[src/rtl/mips_ctrl_pkg.sv]
// rtl/mips_ctrl_pkg.sv - opcodes, ALU-op encodings and control word for the MIPS pipeline control unit
package mips_ctrl_pkg;

  localparam logic [5:0] R_TYPE = 6'h00;
  localparam logic [5:0] LW     = 6'h23;
  localparam logic [5:0] SW     = 6'h2B;
  localparam logic [5:0] BEQ    = 6'h04;
  localparam logic [5:0] ADDI   = 6'h08;
  localparam logic [5:0] ANDI   = 6'h0C;
  localparam logic [5:0] ORI    = 6'h0D;
  localparam logic [5:0] SLTI   = 6'h0A;

  // Encodings fit in 3 bits; the top zero-extends to ALUOP_W.
  localparam logic [2:0] ALU_ADD  = 3'd0;
  localparam logic [2:0] ALU_SUB  = 3'd1;
  localparam logic [2:0] ALU_FUNC = 3'd2;
  localparam logic [2:0] ALU_AND  = 3'd3;
  localparam logic [2:0] ALU_OR   = 3'd4;
  localparam logic [2:0] ALU_SLT  = 3'd5;

  typedef struct packed {
    logic       reg_dst;
    logic       branch;
    logic       mem_read;
    logic       mem_to_reg;
    logic       mem_write;
    logic       alu_src;
    logic       reg_write;
    logic [2:0] alu_op;
  } ctrl_word_t;

  localparam ctrl_word_t CTRL_BUBBLE = '{default: '0};

endpackage

[src/rtl/mips_pipe_ctrl_if.sv]
// rtl/mips_pipe_ctrl_if.sv - ID-stage inputs and ID/EX control outputs of the pipeline control unit
interface mips_pipe_ctrl_if #(
  parameter int OPC_W   = 6,
  parameter int RA_W    = 5,
  parameter int ALUOP_W = 4,
  parameter int STAT_W  = 16
);
  logic               id_valid;
  logic [OPC_W-1:0]   id_opcode;
  logic [RA_W-1:0]    id_rs;
  logic [RA_W-1:0]    id_rt;
  logic               ex_flush;
  logic               ex_valid;
  logic               ex_reg_dst;
  logic               ex_branch;
  logic               ex_mem_read;
  logic               ex_mem_to_reg;
  logic               ex_mem_write;
  logic               ex_alu_src;
  logic               ex_reg_write;
  logic [ALUOP_W-1:0] ex_alu_op;
  logic [RA_W-1:0]    ex_rt;
  logic               ex_illegal;
  logic               stall;
  logic               pc_write;
  logic               ifid_write;
  logic [STAT_W-1:0]  stat_stalls;
  logic [STAT_W-1:0]  stat_flushes;

  modport master (
    output id_valid, id_opcode, id_rs, id_rt, ex_flush,
    input  ex_valid, ex_reg_dst, ex_branch, ex_mem_read, ex_mem_to_reg, ex_mem_write,
           ex_alu_src, ex_reg_write, ex_alu_op, ex_rt, ex_illegal, stall, pc_write,
           ifid_write, stat_stalls, stat_flushes
  );

  modport slave (
    input  id_valid, id_opcode, id_rs, id_rt, ex_flush,
    output ex_valid, ex_reg_dst, ex_branch, ex_mem_read, ex_mem_to_reg, ex_mem_write,
           ex_alu_src, ex_reg_write, ex_alu_op, ex_rt, ex_illegal, stall, pc_write,
           ifid_write, stat_stalls, stat_flushes
  );
endinterface

[src/rtl/mips_ctrl_decode.sv]
// rtl/mips_ctrl_decode.sv - combinational opcode decoder producing control word, uses_rt and illegal
module mips_ctrl_decode
  import mips_ctrl_pkg::*;
#(
  parameter int OPC_W = 6
) (
  input  logic [OPC_W-1:0] i_opcode,
  output ctrl_word_t       o_ctrl,
  output logic             o_uses_rt,
  output logic             o_illegal
);

  always_comb begin
    o_ctrl    = CTRL_BUBBLE;
    o_uses_rt = 1'b0;
    o_illegal = 1'b0;
    case (i_opcode)
      OPC_W'(R_TYPE): begin
        o_ctrl.reg_dst   = 1'b1;
        o_ctrl.reg_write = 1'b1;
        o_ctrl.alu_op    = ALU_FUNC;
        o_uses_rt        = 1'b1;
      end
      OPC_W'(LW): begin
        o_ctrl.mem_read   = 1'b1;
        o_ctrl.mem_to_reg = 1'b1;
        o_ctrl.alu_src    = 1'b1;
        o_ctrl.reg_write  = 1'b1;
        o_ctrl.alu_op     = ALU_ADD;
      end
      OPC_W'(SW): begin
        o_ctrl.mem_write = 1'b1;
        o_ctrl.alu_src   = 1'b1;
        o_ctrl.alu_op    = ALU_ADD;
        o_uses_rt        = 1'b1;
      end
      OPC_W'(BEQ): begin
        o_ctrl.branch = 1'b1;
        o_ctrl.alu_op = ALU_SUB;
        o_uses_rt     = 1'b1;
      end
      OPC_W'(ADDI), OPC_W'(ANDI), OPC_W'(ORI), OPC_W'(SLTI): begin
        o_ctrl.alu_src   = 1'b1;
        o_ctrl.reg_write = 1'b1;
        o_ctrl.alu_op    = (i_opcode == OPC_W'(ANDI)) ? ALU_AND :
                           (i_opcode == OPC_W'(ORI))  ? ALU_OR  :
                           (i_opcode == OPC_W'(SLTI)) ? ALU_SLT : ALU_ADD;
      end
      default: o_illegal = 1'b1;
    endcase
  end

endmodule

[src/rtl/mips_pipe_ctrl.sv]
// rtl/mips_pipe_ctrl.sv - load-use hazard detection and ID/EX control register; MIPS_CTRL_STATS_EN adds stall/flush counters
module mips_pipe_ctrl
  import mips_ctrl_pkg::*;
#(
  parameter int OPC_W   = 6,
  parameter int RA_W    = 5,
  parameter int ALUOP_W = 4,
  parameter int STAT_W  = 16
) (
  input logic             clk,
  input logic             reset,
  mips_pipe_ctrl_if.slave bus
);

  ctrl_word_t       w_dec_ctrl;
  logic             w_uses_rt;
  logic             w_illegal;
  logic             w_stall;
  ctrl_word_t       r_ex_ctrl;
  logic             r_ex_valid;
  logic [RA_W-1:0]  r_ex_rt;
  logic             r_ex_illegal;

  mips_ctrl_decode #(.OPC_W(OPC_W)) u_decode (
    .i_opcode  (bus.id_opcode),
    .o_ctrl    (w_dec_ctrl),
    .o_uses_rt (w_uses_rt),
    .o_illegal (w_illegal)
  );

  // Gated by reset so the PC and IF/ID keep loading while the pipe is cleared.
  assign w_stall = ~reset & bus.id_valid & r_ex_valid & r_ex_ctrl.mem_read &
                   (r_ex_rt != '0) &
                   ((r_ex_rt == bus.id_rs) | (w_uses_rt & (r_ex_rt == bus.id_rt))) &
                   ~bus.ex_flush;

  always_ff @(posedge clk) begin
    if (reset || bus.ex_flush || w_stall) begin
      r_ex_ctrl    <= CTRL_BUBBLE;
      r_ex_valid   <= 1'b0;
      r_ex_rt      <= '0;
      r_ex_illegal <= 1'b0;
    end else if (bus.id_valid && !w_illegal) begin
      r_ex_ctrl    <= w_dec_ctrl;
      r_ex_valid   <= 1'b1;
      r_ex_rt      <= bus.id_rt;
      r_ex_illegal <= 1'b0;
    end else begin
      r_ex_ctrl    <= CTRL_BUBBLE;
      r_ex_valid   <= 1'b0;
      r_ex_rt      <= '0;
      r_ex_illegal <= bus.id_valid & w_illegal;
    end
  end

  assign bus.stall         = w_stall;
  assign bus.pc_write      = ~w_stall;
  assign bus.ifid_write    = ~w_stall;
  assign bus.ex_valid      = r_ex_valid;
  assign bus.ex_reg_dst    = r_ex_ctrl.reg_dst;
  assign bus.ex_branch     = r_ex_ctrl.branch;
  assign bus.ex_mem_read   = r_ex_ctrl.mem_read;
  assign bus.ex_mem_to_reg = r_ex_ctrl.mem_to_reg;
  assign bus.ex_mem_write  = r_ex_ctrl.mem_write;
  assign bus.ex_alu_src    = r_ex_ctrl.alu_src;
  assign bus.ex_reg_write  = r_ex_ctrl.reg_write;
  assign bus.ex_alu_op     = ALUOP_W'(r_ex_ctrl.alu_op);
  assign bus.ex_rt         = r_ex_rt;
  assign bus.ex_illegal    = r_ex_illegal;

`ifdef MIPS_CTRL_STATS_EN
  logic [STAT_W-1:0] r_stat_stalls;
  logic [STAT_W-1:0] r_stat_flushes;

  always_ff @(posedge clk) begin
    if (reset) begin
      r_stat_stalls  <= '0;
      r_stat_flushes <= '0;
    end else begin
      if (w_stall && (r_stat_stalls != '1))
        r_stat_stalls <= r_stat_stalls + 1'b1;
      if (bus.ex_flush && (r_stat_flushes != '1))
        r_stat_flushes <= r_stat_flushes + 1'b1;
    end
  end

  assign bus.stat_stalls  = r_stat_stalls;
  assign bus.stat_flushes = r_stat_flushes;
`else
  assign bus.stat_stalls  = {STAT_W{1'b0}};
  assign bus.stat_flushes = {STAT_W{1'b0}};
`endif

endmodule

[src/flat_wrapper.sv]
// flat-port wrapper written by rule: the top's interface ports become plain ports
module mips_pipe_ctrl_flat import mips_ctrl_pkg::*;
#(
  parameter int OPC_W   = 6,
  parameter int RA_W    = 5,
  parameter int ALUOP_W = 4,
  parameter int STAT_W  = 16
)
  (clk, reset, bus_id_valid, bus_id_opcode, bus_id_rs, bus_id_rt, bus_ex_flush, bus_ex_valid, bus_ex_reg_dst, bus_ex_branch, bus_ex_mem_read, bus_ex_mem_to_reg, bus_ex_mem_write, bus_ex_alu_src, bus_ex_reg_write, bus_ex_alu_op, bus_ex_rt, bus_ex_illegal, bus_stall, bus_pc_write, bus_ifid_write, bus_stat_stalls, bus_stat_flushes);
  mips_pipe_ctrl_if #(.OPC_W(OPC_W), .RA_W(RA_W), .ALUOP_W(ALUOP_W), .STAT_W(STAT_W)) bus_i ();
  input logic clk;
  input logic reset;
  input wire logic [$bits(bus_i.id_valid)-1:0] bus_id_valid;
  input wire logic [$bits(bus_i.id_opcode)-1:0] bus_id_opcode;
  input wire logic [$bits(bus_i.id_rs)-1:0] bus_id_rs;
  input wire logic [$bits(bus_i.id_rt)-1:0] bus_id_rt;
  input wire logic [$bits(bus_i.ex_flush)-1:0] bus_ex_flush;
  output wire logic [$bits(bus_i.ex_valid)-1:0] bus_ex_valid;
  output wire logic [$bits(bus_i.ex_reg_dst)-1:0] bus_ex_reg_dst;
  output wire logic [$bits(bus_i.ex_branch)-1:0] bus_ex_branch;
  output wire logic [$bits(bus_i.ex_mem_read)-1:0] bus_ex_mem_read;
  output wire logic [$bits(bus_i.ex_mem_to_reg)-1:0] bus_ex_mem_to_reg;
  output wire logic [$bits(bus_i.ex_mem_write)-1:0] bus_ex_mem_write;
  output wire logic [$bits(bus_i.ex_alu_src)-1:0] bus_ex_alu_src;
  output wire logic [$bits(bus_i.ex_reg_write)-1:0] bus_ex_reg_write;
  output wire logic [$bits(bus_i.ex_alu_op)-1:0] bus_ex_alu_op;
  output wire logic [$bits(bus_i.ex_rt)-1:0] bus_ex_rt;
  output wire logic [$bits(bus_i.ex_illegal)-1:0] bus_ex_illegal;
  output wire logic [$bits(bus_i.stall)-1:0] bus_stall;
  output wire logic [$bits(bus_i.pc_write)-1:0] bus_pc_write;
  output wire logic [$bits(bus_i.ifid_write)-1:0] bus_ifid_write;
  output wire logic [$bits(bus_i.stat_stalls)-1:0] bus_stat_stalls;
  output wire logic [$bits(bus_i.stat_flushes)-1:0] bus_stat_flushes;
  assign bus_i.id_valid = bus_id_valid;
  assign bus_i.id_opcode = bus_id_opcode;
  assign bus_i.id_rs = bus_id_rs;
  assign bus_i.id_rt = bus_id_rt;
  assign bus_i.ex_flush = bus_ex_flush;
  assign bus_ex_valid = bus_i.ex_valid;
  assign bus_ex_reg_dst = bus_i.ex_reg_dst;
  assign bus_ex_branch = bus_i.ex_branch;
  assign bus_ex_mem_read = bus_i.ex_mem_read;
  assign bus_ex_mem_to_reg = bus_i.ex_mem_to_reg;
  assign bus_ex_mem_write = bus_i.ex_mem_write;
  assign bus_ex_alu_src = bus_i.ex_alu_src;
  assign bus_ex_reg_write = bus_i.ex_reg_write;
  assign bus_ex_alu_op = bus_i.ex_alu_op;
  assign bus_ex_rt = bus_i.ex_rt;
  assign bus_ex_illegal = bus_i.ex_illegal;
  assign bus_stall = bus_i.stall;
  assign bus_pc_write = bus_i.pc_write;
  assign bus_ifid_write = bus_i.ifid_write;
  assign bus_stat_stalls = bus_i.stat_stalls;
  assign bus_stat_flushes = bus_i.stat_flushes;
  mips_pipe_ctrl #(.OPC_W(OPC_W), .RA_W(RA_W), .ALUOP_W(ALUOP_W), .STAT_W(STAT_W)) u_core (.clk(clk), .reset(reset), .bus(bus_i));
endmodule
[config.mk]
export PLATFORM = sky130hd
export DESIGN_NAME = mips_pipe_ctrl_flat
export DESIGN_NICKNAME = d
export VERILOG_FILES = /design/src/rtl/mips_ctrl_pkg.sv /design/src/rtl/mips_pipe_ctrl_if.sv /design/src/rtl/mips_ctrl_decode.sv /design/src/rtl/mips_pipe_ctrl.sv /design/src/flat_wrapper.sv
export SDC_FILE = /design/constraint.sdc
export NUM_CORES = 1
export LEC_CHECK = 0
export ABC_AREA = 1
export BUFFER_PORTS_ARGS = -buffer_cell sky130_fd_sc_hd__buf_2
export CORE_ASPECT_RATIO = 1.2
export CORE_MARGIN = 2
export CORE_UTILIZATION = 39
export DETAILED_ROUTE_END_ITERATION = 8
export GPL_TIMING_DRIVEN = 0
export PLACE_DENSITY = 0.85
export SYNTH_ARGS = -nofsm -noshare
export SYNTH_HDL_FRONTEND = slang
export SYNTH_HIERARCHICAL = 1
export SYNTH_SLANG_ARGS = --single-unit
export TNS_END_PERCENT = 1
[constraint.sdc]
create_clock -name clk -period 1.26 [get_ports clk]
set_input_delay 0.189 -clock clk [delete_from_list [all_inputs] [get_ports clk]]
set_output_delay 0.189 -clock clk [all_outputs]
set_load 0.01 [all_outputs]
* Word-level counts from Yosys, hierarchy flattened
Index checks and enable logic that the tools add are counted.
Word-level totals: flip-flop bits (word level) 17, input port bits 20, output and inout bits 53, logic and storage cells 58
Cells by class: eq/ne operators 9, mux-type cells 13, bitwise gates (word level) 13, reductions and logical operators 12
Operators by type and width (number):
- $eq A6 B4 Y1 const B | 4
- $eq A6 B6 Y1 const B | 2
- $reduce_or A6 Y1 | 2
- $eq A5 B5 Y1 | 2
- $mux W3 | 3
- $pmux W3 S3 | 1
- $and A1 B1 Y1 | 8
- $mux W1 | 8
- $reduce_or A8 Y1 | 1
- $eq A6 B3 Y1 const B | 1
- $logic_not A6 Y1 | 1
- $reduce_bool A5 Y1 | 1
- $not A1 Y1 | 4
- $reduce_or A2 Y1 | 2
- $reduce_or A4 Y1 | 1
- $reduce_or A3 Y1 | 1
- $logic_or A1 B1 Y1 | 2
- $mux W2 | 1
- $logic_and A1 B1 Y1 | 1
- $or A1 B1 Y1 | 1

* Longest topological paths before layout
word-level depth 9, depth in mapped cells 12, gate-level depth less buffers 11

* Cells and area by module
The synthesis kept the hierarchy.
By module, submodules not included:
- mips_pipe_ctrl | instances 1, cells an instance 144, area each 992.2 um^2, sequential area each 340.3 um^2
- mips_ctrl_decode | instances 1, cells an instance 41, area each 202.7 um^2, sequential area each 0.0 um^2

* Worst setup path after synthesis
OpenSTA, ideal clock, no wires.
path kind in2reg, start in bus_id_opcode[5], end reg u_core.r_ex_rt[0] (netlist: u_core/bus.ex_rt[0]), library setup time 0.112 ns, arrival 1.217 ns, required time 1.148 ns, slack -0.069 ns, stages on the path 11, buffers on the path 1, path through nor2_4 > nand2_2 > o21ai_0 > nand2_1 > nor2_1 > nand3_1 > nand2_2 > nand2_4 > nand3_4 > buf_6 > nor2_1
On the way: cells in the longest elaborated chain, start to end 9, elaborated cells between the ends (all ways) 19, those cells by class 7 x eq/ne; 1 x mux; 5 x bitwise; 6 x reduce/logical
Ends and longest elaborated chain:
- start, declared | RTL line flat_wrapper.sv:14 | input wire logic [$bits(bus_i.id_opcode)-1:0] bus_id_opcode;
- $eq A6 B6 Y1 (tied with other cells) | RTL line mips_ctrl_decode.sv:17 | case (i_opcode)
- $reduce_or A3 Y1 (no line) *
- $mux W1 * | RTL line mips_ctrl_decode.sv:17
- named net u_core.w_uses_rt | RTL line mips_pipe_ctrl.sv:16 | logic w_uses_rt;
- $and A1 B1 Y1 * | RTL line mips_pipe_ctrl.sv:34 | ((r_ex_rt == bus.id_rs) | (w_uses_rt & (r_ex_rt == bus.id_rt))) &
- $or A1 B1 Y1 * | RTL line mips_pipe_ctrl.sv:34
- $and A1 B1 Y1 * | RTL line mips_pipe_ctrl.sv:33 | (r_ex_rt != '0) &
- $and A1 B1 Y1 * | RTL line mips_pipe_ctrl.sv:34
- $logic_or A1 B1 Y1 * | RTL line mips_pipe_ctrl.sv:38 | if (reset || bus.ex_flush || w_stall) begin
- $reduce_or A2 Y1 (no line) *
- end signal, assigned | RTL line mips_pipe_ctrl.sv:46 | r_ex_rt <= bus.id_rt;
- end, declared | RTL line mips_pipe_ctrl.sv:21 | logic [RA_W-1:0] r_ex_rt;
Mark *: on every way through the listed nets, which the timed path passes. The rest lies on a longest branch. A chain may end at the register's enable or synchronous reset.

* Worst setup path in the final report
start reg u_core.r_ex_rt[2] (netlist: u_core/bus.ex_rt[2]), end out bus_pc_write
On the way: cells in the longest elaborated chain, start to end 6, elaborated cells between the ends (all ways) 9, those cells by class 2 x eq/ne; 6 x bitwise; 1 x reduce/logical
Ends and longest elaborated chain:
- $eq A5 B5 Y1 | RTL line mips_pipe_ctrl.sv:34
- $and A1 B1 Y1 | RTL line mips_pipe_ctrl.sv:34
- $or A1 B1 Y1 | RTL line mips_pipe_ctrl.sv:34
- $and A1 B1 Y1 * | RTL line mips_pipe_ctrl.sv:33
- $and A1 B1 Y1 * | RTL line mips_pipe_ctrl.sv:34
- $not A1 Y1 * | RTL line mips_pipe_ctrl.sv:57 | assign bus.pc_write = ~w_stall;
- end, declared | RTL line flat_wrapper.sv:30 | output wire logic [$bits(bus_i.pc_write)-1:0] bus_pc_write;
Every way passes the cells marked *; elsewhere a longest branch is shown, timed or not.

==> summary by stage <==
Status
The run finished, with violations left. The final reports fail on negative setup slack.

STA
The post-layout minimum cycle time is 1.547 ns. The final number of hold-violating endpoints is 0. Based on the critical path, the design can be clocked at up to 646.2 MHz.

The post-layout worst setup margin is -0.2875 ns. Setup violations remaining at the end of the flow were counted as 14. The final number of max-transition violations came to 0. The final clock period utilization by the worst path is 122.8%. Setup repair after global routing could not meet its margin everywhere. Hold timing on the final database bottoms out at a slack of 0.1355 ns.

The clock arrives with 0.004154 ns of skew.

Clocking
TritonCTS built the clock tree. Buffers inserted during clock tree synthesis total 3. The number of buffers inserted by hold repair at cts is 0. The maximum root-to-sink buffer count is 2. The clock sink count is 17. At the later pin of the worst-skew pair, clock insertion delay measures 0.28 ns. The clock-pin slew of the registers on the worst-case setup and hold paths is 0.09 ns. CTS built an H-tree with a depth of 1. The root buffer cell is clkbuf_4.

Critical path
The setup slack of the most critical reg-to-reg path is -0.14 ns. The critical path goes through inv_2, nand2_1, nand2_1, nor2_1, nand3_1, nand2_2, nand2_4, buf_6, buf_6. The highest cell delay on the worst timing path is 0.36 ns. Together, buffers and inverters on the worst path number 3.

The worst register-to-register path ends at u_core/bus.ex_reg_dst$_SDFF_PP0_. For the worst flop-to-flop path, the logic depth is 11. The critical-path cell with the highest stage delay is dfxtp_2. The type of the worst setup path is reg2out.

The launch point of the worst reg-to-reg path is u_core/bus.ex_rt[2]$_SDFF_PP0_. Data arrives at the worst endpoint at 1.36 ns. The sort of element at the end of the critical path is an output pin.

The critical path data required time is 1.07 ns. Among cell families on the critical path, the largest total delay comes from simple AND/OR/NAND/NOR gates. The startpoint kind of the worst setup timing path is a flip-flop. The maximum fanout along the worst path is 4.

Min path
The hold path startpoint is bus_id_valid. The worst hold endpoint is u_core/bus.ex_illegal$_SDFF_PP0_. The depth of the worst hold-timing path is 3. The worst min-delay path category is in2reg.

Synthesis
The number of storage elements in the synthesis netlist is 17. Yosys printed 6 warnings. In the synthesized netlist, the number of instances is 185. Yosys mapped the design onto 19 distinct sky130hd cell types. The post-synthesis instance area is 1195 sq um.

The sequential area share after synthesis is 28.48%. Averaged over all synthesized cells, the footprint is 6.459 sq um.

GRT
The total global routing overflow is 0. The via count of the first global-routing pass is 966. The initial antenna violation count was 0. Across every metal layer, demand over resource in global routing totals 13.90%. The maximum number of pins on one net before global-route repair is 11. The wire length of the first global-routing pass is 3657 microns.

Pwr
The peak supply drop is 0.3644 mV. The leakage power is 1.041 nW. Power spread over the standard cell area amounts to 650.8 nW/um^2.

Final layout
The number of flip-flops in the largest register is 5. Cells with a size suffix above 1 make up 40.00% of the layout. The most common cell after layout, fill and taps aside is buf_4. 0 antenna diodes ended up in the layout. In the final design database the tool counted 286 nets. In the layout the commonest cells are buf_4, buf_2, inv_1, conb_1, nand2_1. The post-synthesis to final-layout area growth is 38.85%.

Excluding fillers, the count of instances in the completed layout stands at 301.

Die
The overall die area is 3525 sq um. The vertical extent of the die is 64.64 microns. Once the floorplan was initialized, standard cells occupied 39.82% of the core. In this run the core area contains 22 standard-cell rows. The core region is 3000 sq um. The total I/O pin count is 73. The horizontal die dimension is 54.53 microns.

Route
After the first detailed-routing iteration, the DRC count stood at 17. Across all layers, the routed design uses 1187 vias. The remaining routing DRC violations is 0. The remaining antenna violation count after routing is 0.

The total wire length is 2453 microns. The first detailed-routing pass took 4 iterations. After detailed routing, the number of vias per cell comes to 3.944. The average wire per cell in the routed design is 8.150 microns.

Place
The estimated wirelength of the detail-placed design is 1965 microns. The number of buffers added on ports is 39. Once placement completed, the tool counted placed cells totaling 292. The congestion estimate from routability-driven global placement came to 0.9075.

Job
The tool flagged a number of max-cap violations equal to 0.
tightest hold or removal path, delay by kind of cell:
family | cells | cell delay, ns
buffers and inverters | 1 | 0.10
AND/OR/NAND/NOR | 2 | 0.09
cell families (layout without fill, tap and decap cells):
family          Yosys count  count (layout)  synth area share [%]
other cells               1              33                0.3138
flops                    17              17                 28.48
simple gates             89              89                 34.35
buf+inv                  74             122                 34.87
compound gates            3               3                 1.256
xor+xnor                  1               1                0.7331
layer usage:
metal | GRT usage [%] | routed length [microns]
met1 | 13.12 | 903
met2 | 27.26 | 1302
met3 | 2.995 | 238
met4 | 5.000 | 9
met5 | 0 | 0
worst max path at each step:
stage                     depth (start not counted)                           start                              to
after floorplan                                  11                bus_id_opcode[4]  u_core/bus.ex_rt[0]$_SDFF_PP0_
after global placement                           11                bus_id_opcode[1]                    bus_pc_write
after detailed placement                         11                bus_id_opcode[4]                    bus_pc_write
after CTS                                         9  u_core/bus.ex_rt[2]$_SDFF_PP0_                    bus_pc_write
after global routing                              9  u_core/bus.ex_rt[2]$_SDFF_PP0_                    bus_pc_write
final                                             9  u_core/bus.ex_rt[2]$_SDFF_PP0_                    bus_pc_write
where the power goes:
part	internal [mW]	total (mW)	switching, mW
clock network	0.123	0.276	0.153
logic	0.126	0.266	0.140
registers	0.536	0.538	0.00181
total	0.784	1.08	0.295
per-stage QoR:
stage | total power [mW] | setup slack (ns) | utilization, % | cell area [sq um] | TNS [ns]
after floorplan | 0.7452 | -0.02332 | - | 1315 | -0.2042
after global placement | 0.7983 | -0.3190 | 51.83 | 1555 | -4.656
after detailed placement | 0.8014 | -0.3536 | 51.83 | 1555 | -5.391
after CTS | 1.084 | -0.3176 | 53.75 | 1613 | -2.473
after global routing | 1.153 | -0.3890 | 55.30 | 1659 | -4.091
final | 1.080 | -0.2875 | 55.30 | 1659 | -1.995
timing repair:
action | 4_1_cts | 5_1_grt
setup endpoints to repair | 13 | 20
pin swaps | 7 | 4
setup buffers | 2 | 3
gates resized for setup | 9 | 7
gates cloned | 0 | 0
Yosys cell counts:
| master | instances | area (sq um) |
|---|---|---|
| nor2_4 | 1 | 11.26 |
| o21ai_0 | 2 | 10.01 |
| nand2_2 | 2 | 12.51 |
| conb_1 | 1 | 3.750 |
| nand3_4 | 1 | 17.52 |
| dfxtp_1 | 17 | 340.3 |
| inv_2 | 3 | 11.26 |
| nand4_1 | 5 | 31.28 |
| nand2_4 | 1 | 11.26 |
| buf_4 | 35 | 262.8 |
| nand3_1 | 11 | 55.05 |
| xnor2_1 | 1 | 8.760 |
| nor2_1 | 31 | 116.4 |
| nor2_2 | 4 | 25.02 |
| inv_1 | 35 | 131.4 |
| a21oi_1 | 1 | 5.000 |
| nand2_1 | 32 | 120.1 |
| buf_6 | 1 | 11.26 |
| nand3_2 | 1 | 10.01 |
area by class of cell:
type	instances	area, sq um
inverters	38	142.6
repair buffers	44	239.0
well taps	36	45.04
fillers	317	1341
plain buffers	36	281.5
clock buffers	4	26.28
multi-input cells	126	573.1
flip-flops and latches	17	351.6
Note: power is estimated with default switching activity, not from simulation.
